**src/rtl/stop_watch_pkg.sv**
```systemverilog
// rtl/stop_watch_pkg.sv - shared types and constants for the stop-watch button conditioner
package stop_watch_pkg;

  typedef enum logic [1:0] {
    IDLE,
    PRESS_WAIT,
    PRESSED,
    RELEASE_WAIT
  } btn_state_t;

  localparam int unsigned SYS_CLK_HZ       = 50_000_000;
  // 10 ms of stable level at the system clock
  localparam int unsigned DEBOUNCE_CYC_DEF = SYS_CLK_HZ / 100;

endpackage

```
**src/rtl/btn_debounce.sv**
```systemverilog
// rtl/btn_debounce.sv - one button: 2-flop synchroniser, polarity fix, press/release debounce FSM
module btn_debounce
  import stop_watch_pkg::*;
#(
  parameter int unsigned DEBOUNCE_CYC   = DEBOUNCE_CYC_DEF,
  parameter bit          BTN_ACTIVE_LOW = 1'b1
) (
  input  logic clk,
  input  logic rst,
  input  logic btn_i,
  output logic press_o,
  output logic held_o
);

  localparam int unsigned    CW       = $clog2(DEBOUNCE_CYC);
  localparam logic [CW-1:0]  CNT_LAST = CW'(DEBOUNCE_CYC - 1);
  localparam logic           REL_LVL  = BTN_ACTIVE_LOW;

  logic [1:0]    sync_q;
  logic          p;
  btn_state_t    state_q;
  logic [CW-1:0] cnt_q;
  logic [CW-1:0] cnt_inc_d;
  logic          press_q;

  always_ff @(posedge clk) begin
    if (rst) begin
      sync_q <= {2{REL_LVL}};
    end else begin
      sync_q <= {sync_q[0], btn_i};
    end
  end

  // Pin equal to the released level means not pressed, whatever the polarity
  assign p         = sync_q[1] ^ REL_LVL;
  assign cnt_inc_d = cnt_q + CW'(1);

  always_ff @(posedge clk) begin
    if (rst) begin
      state_q <= IDLE;
      cnt_q   <= '0;
      press_q <= 1'b0;
    end else begin
      press_q <= 1'b0;
      case (state_q)
        IDLE: begin
          if (p) begin
            state_q <= PRESS_WAIT;
            cnt_q   <= '0;
          end
        end
        PRESS_WAIT: begin
          if (!p) begin
            state_q <= IDLE;
            cnt_q   <= '0;
          end else if (cnt_q == CNT_LAST) begin
            state_q <= PRESSED;
            cnt_q   <= '0;
            press_q <= 1'b1;
          end else begin
            cnt_q <= cnt_inc_d;
          end
        end
        PRESSED: begin
          if (!p) begin
            state_q <= RELEASE_WAIT;
            cnt_q   <= '0;
          end
        end
        RELEASE_WAIT: begin
          if (p) begin
            state_q <= PRESSED;
            cnt_q   <= '0;
          end else if (cnt_q == CNT_LAST) begin
            state_q <= IDLE;
            cnt_q   <= '0;
          end else begin
            cnt_q <= cnt_inc_d;
          end
        end
        default: begin
          state_q <= IDLE;
          cnt_q   <= '0;
        end
      endcase
    end
  end

  assign press_o = press_q;
  assign held_o  = (state_q == PRESSED) || (state_q == RELEASE_WAIT);

endmodule

```
**src/rtl/stop_watch_btn_cond.sv**
```systemverilog
// rtl/stop_watch_btn_cond.sv - two debounced buttons, stop-over-start priority, registered command pulses
module stop_watch_btn_cond
  import stop_watch_pkg::*;
#(
  parameter int unsigned DEBOUNCE_CYC   = DEBOUNCE_CYC_DEF,
  parameter bit          BTN_ACTIVE_LOW = 1'b1
) (
  input  logic       clk,
  input  logic       rst,
  input  logic       btn_start_pause,
  input  logic       btn_stop,
  output logic       o_start_pause,
  output logic       o_stop,
  output logic [1:0] o_held
);

  logic press_sp, press_st;
  logic held_sp, held_st;
  logic sp_d, stop_d;
  logic sp_q, stop_q;
  logic [1:0] held_d, held_q;

  btn_debounce #(
    .DEBOUNCE_CYC  (DEBOUNCE_CYC),
    .BTN_ACTIVE_LOW(BTN_ACTIVE_LOW)
  ) u_db_start_pause (
    .clk    (clk),
    .rst    (rst),
    .btn_i  (btn_start_pause),
    .press_o(press_sp),
    .held_o (held_sp)
  );

  btn_debounce #(
    .DEBOUNCE_CYC  (DEBOUNCE_CYC),
    .BTN_ACTIVE_LOW(BTN_ACTIVE_LOW)
  ) u_db_stop (
    .clk    (clk),
    .rst    (rst),
    .btn_i  (btn_stop),
    .press_o(press_st),
    .held_o (held_st)
  );

  // A stop confirmed in the same cycle swallows the start/pause press for good
  assign stop_d = press_st;
  assign sp_d   = press_sp & ~press_st;
  assign held_d = {held_st, held_sp};

  always_ff @(posedge clk) begin
    if (rst) begin
      sp_q   <= 1'b0;
      stop_q <= 1'b0;
      held_q <= 2'b00;
    end else begin
      sp_q   <= sp_d;
      stop_q <= stop_d;
      held_q <= held_d;
    end
  end

  assign o_start_pause = sp_q;
  assign o_stop        = stop_q;
  assign o_held        = held_q;

endmodule

```
**config.mk**
```make
export PLATFORM = sky130hd
export DESIGN_NAME = stop_watch_btn_cond
export DESIGN_NICKNAME = d
export VERILOG_FILES = /design/src/rtl/stop_watch_pkg.sv /design/src/rtl/btn_debounce.sv /design/src/rtl/stop_watch_btn_cond.sv
export SDC_FILE = /design/constraint.sdc
export NUM_CORES = 1
export LEC_CHECK = 0
export CAP_MARGIN = 15
export CORE_MARGIN = 10
export CORE_UTILIZATION = 30
export CTS_CLUSTER_SIZE = 14
export DETAILED_ROUTE_END_ITERATION = 12
export PLACE_DENSITY_LB_ADDON = 0.05
export SLEW_MARGIN = 20
export SYNTH_ARGS = -nofsm -noshare
export SYNTH_HDL_FRONTEND = slang
export SYNTH_SLANG_ARGS = --single-unit
```
**constraint.sdc**
```tcl
create_clock -name clk -period 4.2 [get_ports clk]
set_clock_uncertainty 0.1 [all_clocks]
set_input_delay 0.84 -clock clk [delete_from_list [all_inputs] [get_ports clk]]
set_output_delay 0.84 -clock clk [all_outputs]
set_load 0.03 [all_outputs]
```
==> summary.txt, run 1 <==
CTS
  – Clock Latency Late Sink: ~300 ps
  – CTS max path bufs: 2
  – CTS tree: built
  – Clk slew on worst S/H paths: 100 ps
  – CTS Hold Bufs: 0
  – Post-CTS setup buffers: 0
  – Htree depth: 2
  – CTS Buf Count: 5
  – Clock sinks: 52
  – CTS root buf: clkbuf_8
  – Number of gates resized after cts: 0

Hold path
  – WHS Path Cells: 1
  – Start point of the worst hold path: u_db_stop.sync_q[0]
  – WHS Endpoint: u_db_stop.sync_q[1]
  – HP Class: flop to flop

Setup path
  – Worst r2r dst: u_db_stop.cnt_q[7]
  – WP data arrival: between 2000 and 3000 ps
  – CP Max Fanout: 15
  – WS Path Type: input port to flop
  – Worst EP required: 4340 ps
  – Setup crit end kind: flop
  – Worst Reg-to-Reg Cells: 7
  – R2R setup slack: roughly 2000 ps
  – FF-to-FF Start: u_db_stop.cnt_q[0]
  – Startpoint types: input port

Placed design
  – RD Place Congestion: around 0.77
  – Setup WS pre-CTS: about 1200 ps
  – # port buffers: 7
  – Detailed placer's ending HPWL: approximately 3800 um

Power
  – PwrDens: between 300 and 400 mW/mm^2
  – Pleak: between 0.9 and 1 nW
  – Peak VDD IR: between 0.1 and 0.15 mV

Synth
  – Post-Syn Area: roughly 0.0025 sq mm
  – Post-Syn Instances: between 200 and 300
  – Async set-reset flop share out of synthesis: 0
  – YS warnings: 0
  – Post-Syn Nets: 286
  – Post-synthesis register bit count: 52
  – Sequential share of the synthesized area: 0.4213
  – Mux cell area share after synthesis: 0.01215
  – Synth Area in Compound Gates: 0.1848
  – Primary FF master, synth: dfxtp_1
  – Distinct cells, synth: 44
  – Synth Area in Adders: 0.01013
  – Avg Inst Size Synth: between 8 and 9 sq um
  – Simple-gate area share of the yosys netlist: 0.2942
  – EDFF count, synth: 0
  – Synth Area in XOR/XNOR: 0.03190
  – Largest family of logic cells by synthesized area: simple AND/OR/NAND/NOR gates

STA
  – Final setup viols: 0
  – TNS Setup: 0 ps
  – Rel. slew slack: 0.2811
  – Max Slew Vio Count: 0
  – Final period utilization: 0.6247
  – Worst slew pin tran: around 1100 ps
  – RSZ-0062 raised after global routing: no
  – Fmax achieved: about 380 MHz
  – Period minus WS final: 2624 ps
  – Final Hold Viols: 0
  – Final WS setup: 1576 ps

Cells and area
  – Area Growth Syn to Fin: 10.13%
  – Antenna fix cells: 0
  – Layout cell share with drive strength beyond 1: 0.09123
  – Nets@finish: 290

Route
  – Post-detailed-route count of antenna-violating nets: 0
  – WL/cell: between 10 and 15 um
  – Via density: roughly 5.1
  – Total number of vias: roughly 2000
  – Initial DRT Pass Iterations: 5
  – DR iter-0 viols: between 80 and 90
  – Total Wirelength: around 5400 um
  – DRC viols: 0

Global route
  – Gr usage total: 0.08734
  – Largest net degree at the start of global routing: 30
  – Initial antenna violation count: 0
  – GRT overflow: 0
  – First-pass GRT wire length: a little over 9000 um
  – Vias in the first global route: about 1800

Die
  – # rows: 33
  – Die Ht: 110.8 um
  – Core area: 0.008134 sq mm
  – Die X: approximately 110 um
  – Starting Density: 0.3038
  – Area of the die: around 0.012 sq mm
  – # IOs: 8

Status
  – Outcome: finished, final reports clean

Job
  – Max-cap violations: 0
area by class of cell:
class / instances / area (sq um)
Clock inverter: 3 / 42.54
Tap cell: 105 / 131.4
Inverter: 2 / 7.507
Sequential cell: 52 / 1041
Clock buffer: 5 / 68.82
Multi-Input combinational cell: 211 / 1323
Fill cell: 827 / 5413
Timing Repair Buffer: 12 / 107.6
cell usage in the layout (no fill, tap or decap), types with 3 or more instances in the layout:
| cell | count |
|---|---|
| nand3_1 | 25 |
| clkdlybuf4s50_1 | 7 |
| xnor2_1 | 6 |
| nor2_1 | 19 |
| dfxtp_1 | 52 |
| a22o_1 | 10 |
| and3_1 | 7 |
| buf_4 | 5 |
| or2_2 | 5 |
| a21oi_1 | 16 |
| a21o_1 | 3 |
| a31oi_1 | 20 |
| nand4_1 | 9 |
| nand2_1 | 27 |
| or3_1 | 4 |
| nor3_1 | 6 |
| xor2_1 | 3 |
| clkbuf_8 | 5 |
| o21ai_0 | 8 |
| and4_1 | 3 |
| nand2b_1 | 4 |
| mux2i_1 | 3 |
| nor2b_1 | 3 |
| nor3b_1 | 3 |
| a41oi_1 | 5 |
synth_stat cells (3+ instances only):
library cell | count | area share
clkbuf_1 | 4 | 0.0061
a21oi_1 | 16 | 0.032
a31oi_1 | 20 | 0.051
a21o_1 | 3 | 0.0091
nand4_1 | 9 | 0.023
and3_1 | 7 | 0.018
or2_2 | 5 | 0.013
buf_6 | 6 | 0.027
a22o_1 | 10 | 0.035
nand2_1 | 27 | 0.041
nor3_1 | 6 | 0.012
or3_1 | 4 | 0.010
o21ai_0 | 8 | 0.016
nor2_1 | 19 | 0.029
mux2i_1 | 3 | 0.012
nor2b_1 | 3 | 0.0076
a41oi_1 | 5 | 0.018
dfxtp_1 | 52 | 0.42
xnor2_1 | 6 | 0.021
nor3b_1 | 3 | 0.0091
xor2_1 | 3 | 0.011
nand3_1 | 25 | 0.051
nand2b_1 | 4 | 0.010
and4_1 | 3 | 0.011
stage by stage:
step / util / hold WS (ps) / cell area, sq um / cells / total power [mW]
2_1_floorplan: - / 288.5 / 2471 / 280 / 0.5238
3_3_place_gp: 0.3209 / 300.2 / 2610 / 382 / 0.5343
3_5_place_dp: 0.3209 / 295.9 / 2610 / 382 / 0.5343
4_1_cts: 0.3346 / 321.8 / 2721 / 390 / 0.8930
5_1_grt: 0.3346 / 331.5 / 2721 / 390 / 0.9080
6_report: 0.3346 / 318.2 / 2721 / 390 / 0.8764
worst max path at each step:
stage	start	end	slack, ps
floorplan	rst	u_db_start_pause.cnt_q[15]	2310
global placement	rst	u_db_start_pause.cnt_q[3]	1220
detailed placement	rst	u_db_start_pause.cnt_q[15]	1200
CTS	rst	u_db_start_pause.cnt_q[15]	1510
global route	rst	u_db_start_pause.cnt_q[15]	1390
finish	rst	u_db_start_pause.cnt_q[15]	1580
worst max-delay path, stage by stage:
cell	delay (ps)
clkdlybuf4s50_1	690
nor3_1	980
a21oi_1	80
a21oi_1	180
power by group:
group          internal, mW  switching [mW]  total [mW]
registers             0.495         0.00160       0.497
logic               0.00947          0.0159      0.0253
clock network         0.177           0.178       0.354
cell families after synthesis:
group / count (synthesis)
fa+ha+maj: 2
mux: 3
compound gates: 69
xor+xnor: 9
simple gates: 128
flops: 52
buf+inv: 17
metal layers:
metal,share of wire,GRT usage,vias up,wire length [um]
met5,0,0,-,0
met2,0.42,0.1215,19,2257
met3,0.037,0.02489,2,201
li1,-,-,1052,-
met4,0.0063,0.02604,0,34
met1,0.54,0.1251,934,2907
flip-flops by register name (all words and copies together) (netlist names), named ones only:
signal,count
o_start_pause,1
u_db_start_pause.sync_q,2
u_db_start_pause.cnt_q,19
u_db_stop.cnt_q,19
u_db_stop.state_q,1
u_db_stop.sync_q,2
o_stop,1
u_db_start_pause.press_o,1
u_db_stop.press_o,1
u_db_start_pause.state_q,1
o_held,2
Power figures use the tool's default switching activity.
==> inputs of run 2 (changes only) <==
==> constraint.sdc (replaced) <==
create_clock -name clk -period 2.6 [get_ports clk]
set_clock_uncertainty 0.1 [all_clocks]
set_input_delay 0.52 -clock clk [delete_from_list [all_inputs] [get_ports clk]]
set_output_delay 0.52 -clock clk [all_outputs]
set_load 0.03 [all_outputs]
==> run 2 against run 1 <==
Net effect: cell count up 0.26%; combinational power increased by 71%; count of clock-buffer cells in the layout is the same; first-iteration DRC count grew 25%; sequential power grew 61%; core utilization shrank 0.20 points; non-clock buffer count is 1 higher; clock power grew 33%; sequential share of layout area is 0.23 points higher; critical path depth increased by 3; hold slack got worse by 1.0 ps; critical endpoint is now u_db_stop.cnt_q[10]; highest routed layer unchanged.
==> summary.txt, run 2 (synthesis results as in run 1) <==
Die
  – # rows: 33 (unchanged)
  – Starting Density: 0.3038 (unchanged)
  – Core area: 0.008134 sq mm (unchanged)
  – Area of the die: 0.01227 sq mm (unchanged)
  – # IOs: 8 (unchanged)
  – Die X: 110.8 um (unchanged)
  – Die Ht: 110.8 um (unchanged)

CTS
  – Post-CTS setup buffers: 0 (unchanged)
  – CTS root buf: clkbuf_8
  – Number of gates resized after cts: 0 (unchanged)
  – CTS max path bufs: 2 (unchanged)
  – CTS Buf Count: 5 (unchanged)
  – Htree depth: 2 (unchanged)
  – Clk slew on worst S/H paths: 100 ps (about the same)
  – CTS Hold Bufs: 0 (unchanged)
  – Clock Latency Late Sink: 310 ps (about the same)
  – Clock sinks: 52 (unchanged)
  – CTS tree: built

Setup path
  – Setup crit end kind: flop
  – Startpoint types: flop
  – WS Path Type: flop to flop
  – FF-to-FF Start: u_db_stop.cnt_q[0]
  – Crit path buf inv count: 1 (unchanged)
  – Worst EP required: 2710 ps (-1630 ps)
  – CP Max Fanout: 16 (+1)
  – Worst-path cell chain: ha_1, nand4_1, nor4_4, a211oi_2, buf_4, a21o_1, a22o_1
  – CP max stage delay: 410 ps (-570 ps)
  – R2R setup slack: 490 ps (-1480 ps)
  – CP top delay family: simple AND/OR/NAND/NOR gates
  – Worst r2r dst: u_db_stop.cnt_q[10]
  – WP data arrival: 2220 ps (-550 ps)
  – Critical-path top delay cell: dfxtp_1
  – Worst Reg-to-Reg Cells: 7 (unchanged)

STA
  – Rel. slew slack: 0.6952 (+0.4141)
  – Final setup viols: 0 (unchanged)
  – Max Slew Vio Count: 0 (unchanged)
  – Final period utilization: 0.8111
  – RSZ-0062 raised after global routing: no
  – Worst hold slack: 317.2 ps (-1.016 ps)
  – Period minus WS final: about 2100 ps
  – Worst slew pin tran: 456.2 ps (-613.9 ps)
  – TNS Setup: 0 ps (unchanged)
  – Final Hold Viols: 0 (unchanged)
  – Final WS setup: 491.2 ps (-1085 ps)
  – Fmax achieved: between 400 and 500 MHz

Route
  – WL/cell: 13.47 um (-2.7%)
  – DRC viols: 0 (unchanged)
  – Via density: 5.113 (-0.65%)
  – Total Wirelength: 5268 um (-2.5%)
  – DR iter-0 viols: 110 (+25%)
  – Post-detailed-route count of antenna-violating nets: 0 (unchanged)
  – Total number of vias: 1999 (-0.40%)
  – Initial DRT Pass Iterations: 4 (-1)

Cells and area
  – Area Growth Syn to Fin: 9.468%
  – Commonest non-fill, non-tap cells in the layout: dfxtp_1 (52), nand2_1 (27), nand3_1 (25)
  – Most common cell after layout, fill and taps aside: dfxtp_1
  – Top flop regs: u_db_start_pause.cnt_q x19, u_db_stop.cnt_q x19
  – Layout fillers: 856 (+3.5%)
  – Multi-input gate area: 0.001323 sq mm (unchanged)
  – Register area: 0.001041 sq mm (unchanged)
  – Layout cell share with drive strength beyond 1: 0.09441 (+0.003178)
  – Antenna fix cells: 0 (unchanged)
  – Nets@finish: 291 (+0.34%)
  – Final Non-Filler Cells: 391 (+0.26%)

Placed design
  – RD Place Congestion: 0.7125 (-7.7%)
  – Detailed placer's ending HPWL: 3651 um (-3.2%)
  – Setup WS pre-CTS: 376.2 ps (-820.2 ps)
  – Placed insts: 383 (+0.26%)
  – # port buffers: 7 (unchanged)

Global route
  – Gr usage total: 0.08423 (-0.003114)
  – First-pass GRT wire length: 8983 um (-2.9%)
  – Initial antenna violation count: 0 (unchanged)
  – Vias in the first global route: 1804 (-0.055%)
  – Largest net degree at the start of global routing: 30 (unchanged)
  – GRT overflow: 0 (unchanged)

Power
  – Pleak: 0.9721 nW (-0.14%)
  – Peak VDD IR: 0.2068 mV (+85%)
  – PwrDens: 486.6 mW/mm^2 (+51%)

Job
  – Max-cap violations: 0 (unchanged)

Hold path
  – HP Class: flop to flop
  – WHS Path Cells: 1 (unchanged)
  – Start point of the worst hold path: u_db_start_pause.sync_q[0]
  – WHS Endpoint: u_db_start_pause.sync_q[1]

Status
  – Outcome: finished, final reports clean
-- run 2: changes by cell type in the layout (fill, tap and decap cells not counted) --
cell | before | now
bufinv_16 | 1 | 0
buf_4 | 5 | 6
clkinvlp_4 | 1 | 0
clkinv_4 | 0 | 1
clkinv_2 | 1 | 2
-- run 2: power breakdown --
group	internal [mW]	switching, mW
registers	0.800	0.00262
clock network	0.189	0.282
logic	0.0167	0.0265
total	1.01	0.311
-- run 2: worst register-to-register path, delay by kind of cell (launching register included) --
kind	cells	cell delay, ps
adder cells (fa/ha/maj)	1	250
AND/OR/NAND/NOR	2	570
flip-flops	1	410
AO/OA/AOI/OAI	3	480
buffers and inverters	1	210
-- run 2: area by class of cell --
class / count / area share
clock buffers: 5 / 0.02544
clock inverters: 3 / 0.006938
inverters: 2 / 0.002775
multi-input cells: 211 / 0.4889
flip-flops and latches: 52 / 0.3848
well taps: 105 / 0.04857
repair buffers: 13 / 0.04255
-- run 2: worst max-delay path by stage --
stage / cells past startpoint / startpoint / to
3_5_place_dp: 6 / rst / u_db_start_pause.cnt_q[13]
3_3_place_gp: 6 / rst / u_db_start_pause.cnt_q[17]
2_1_floorplan: 7 / u_db_stop.cnt_q[11] / u_db_stop.cnt_q[10]
6_report: 7 / u_db_stop.cnt_q[0] / u_db_stop.cnt_q[10]
5_1_grt: 7 / u_db_stop.cnt_q[0] / u_db_stop.cnt_q[10]
4_1_cts: 7 / u_db_stop.cnt_q[0] / u_db_stop.cnt_q[10]
-- run 2: stage by stage --
step / total power, mW / util / cell area (sq um)
3_5_place_dp: 0.8645 / 0.3218 / 2618
4_1_cts: 1.345 / 0.3326 / 2705
5_1_grt: 1.374 / 0.3326 / 2705
6_report: 1.316 / 0.3326 / 2705
3_3_place_gp: 0.8650 / 0.3218 / 2618
2_1_floorplan: 0.8462 / - / 2471
-- run 2: routing by layer --
layer	GRT usage	vias up	share of wire
met4	0.02344	0	0.012
met1	0.1226	928	0.54
met3	0.02381	5	0.035
li1	-	1051	-
met5	0	-	0
met2	0.1156	15	0.41
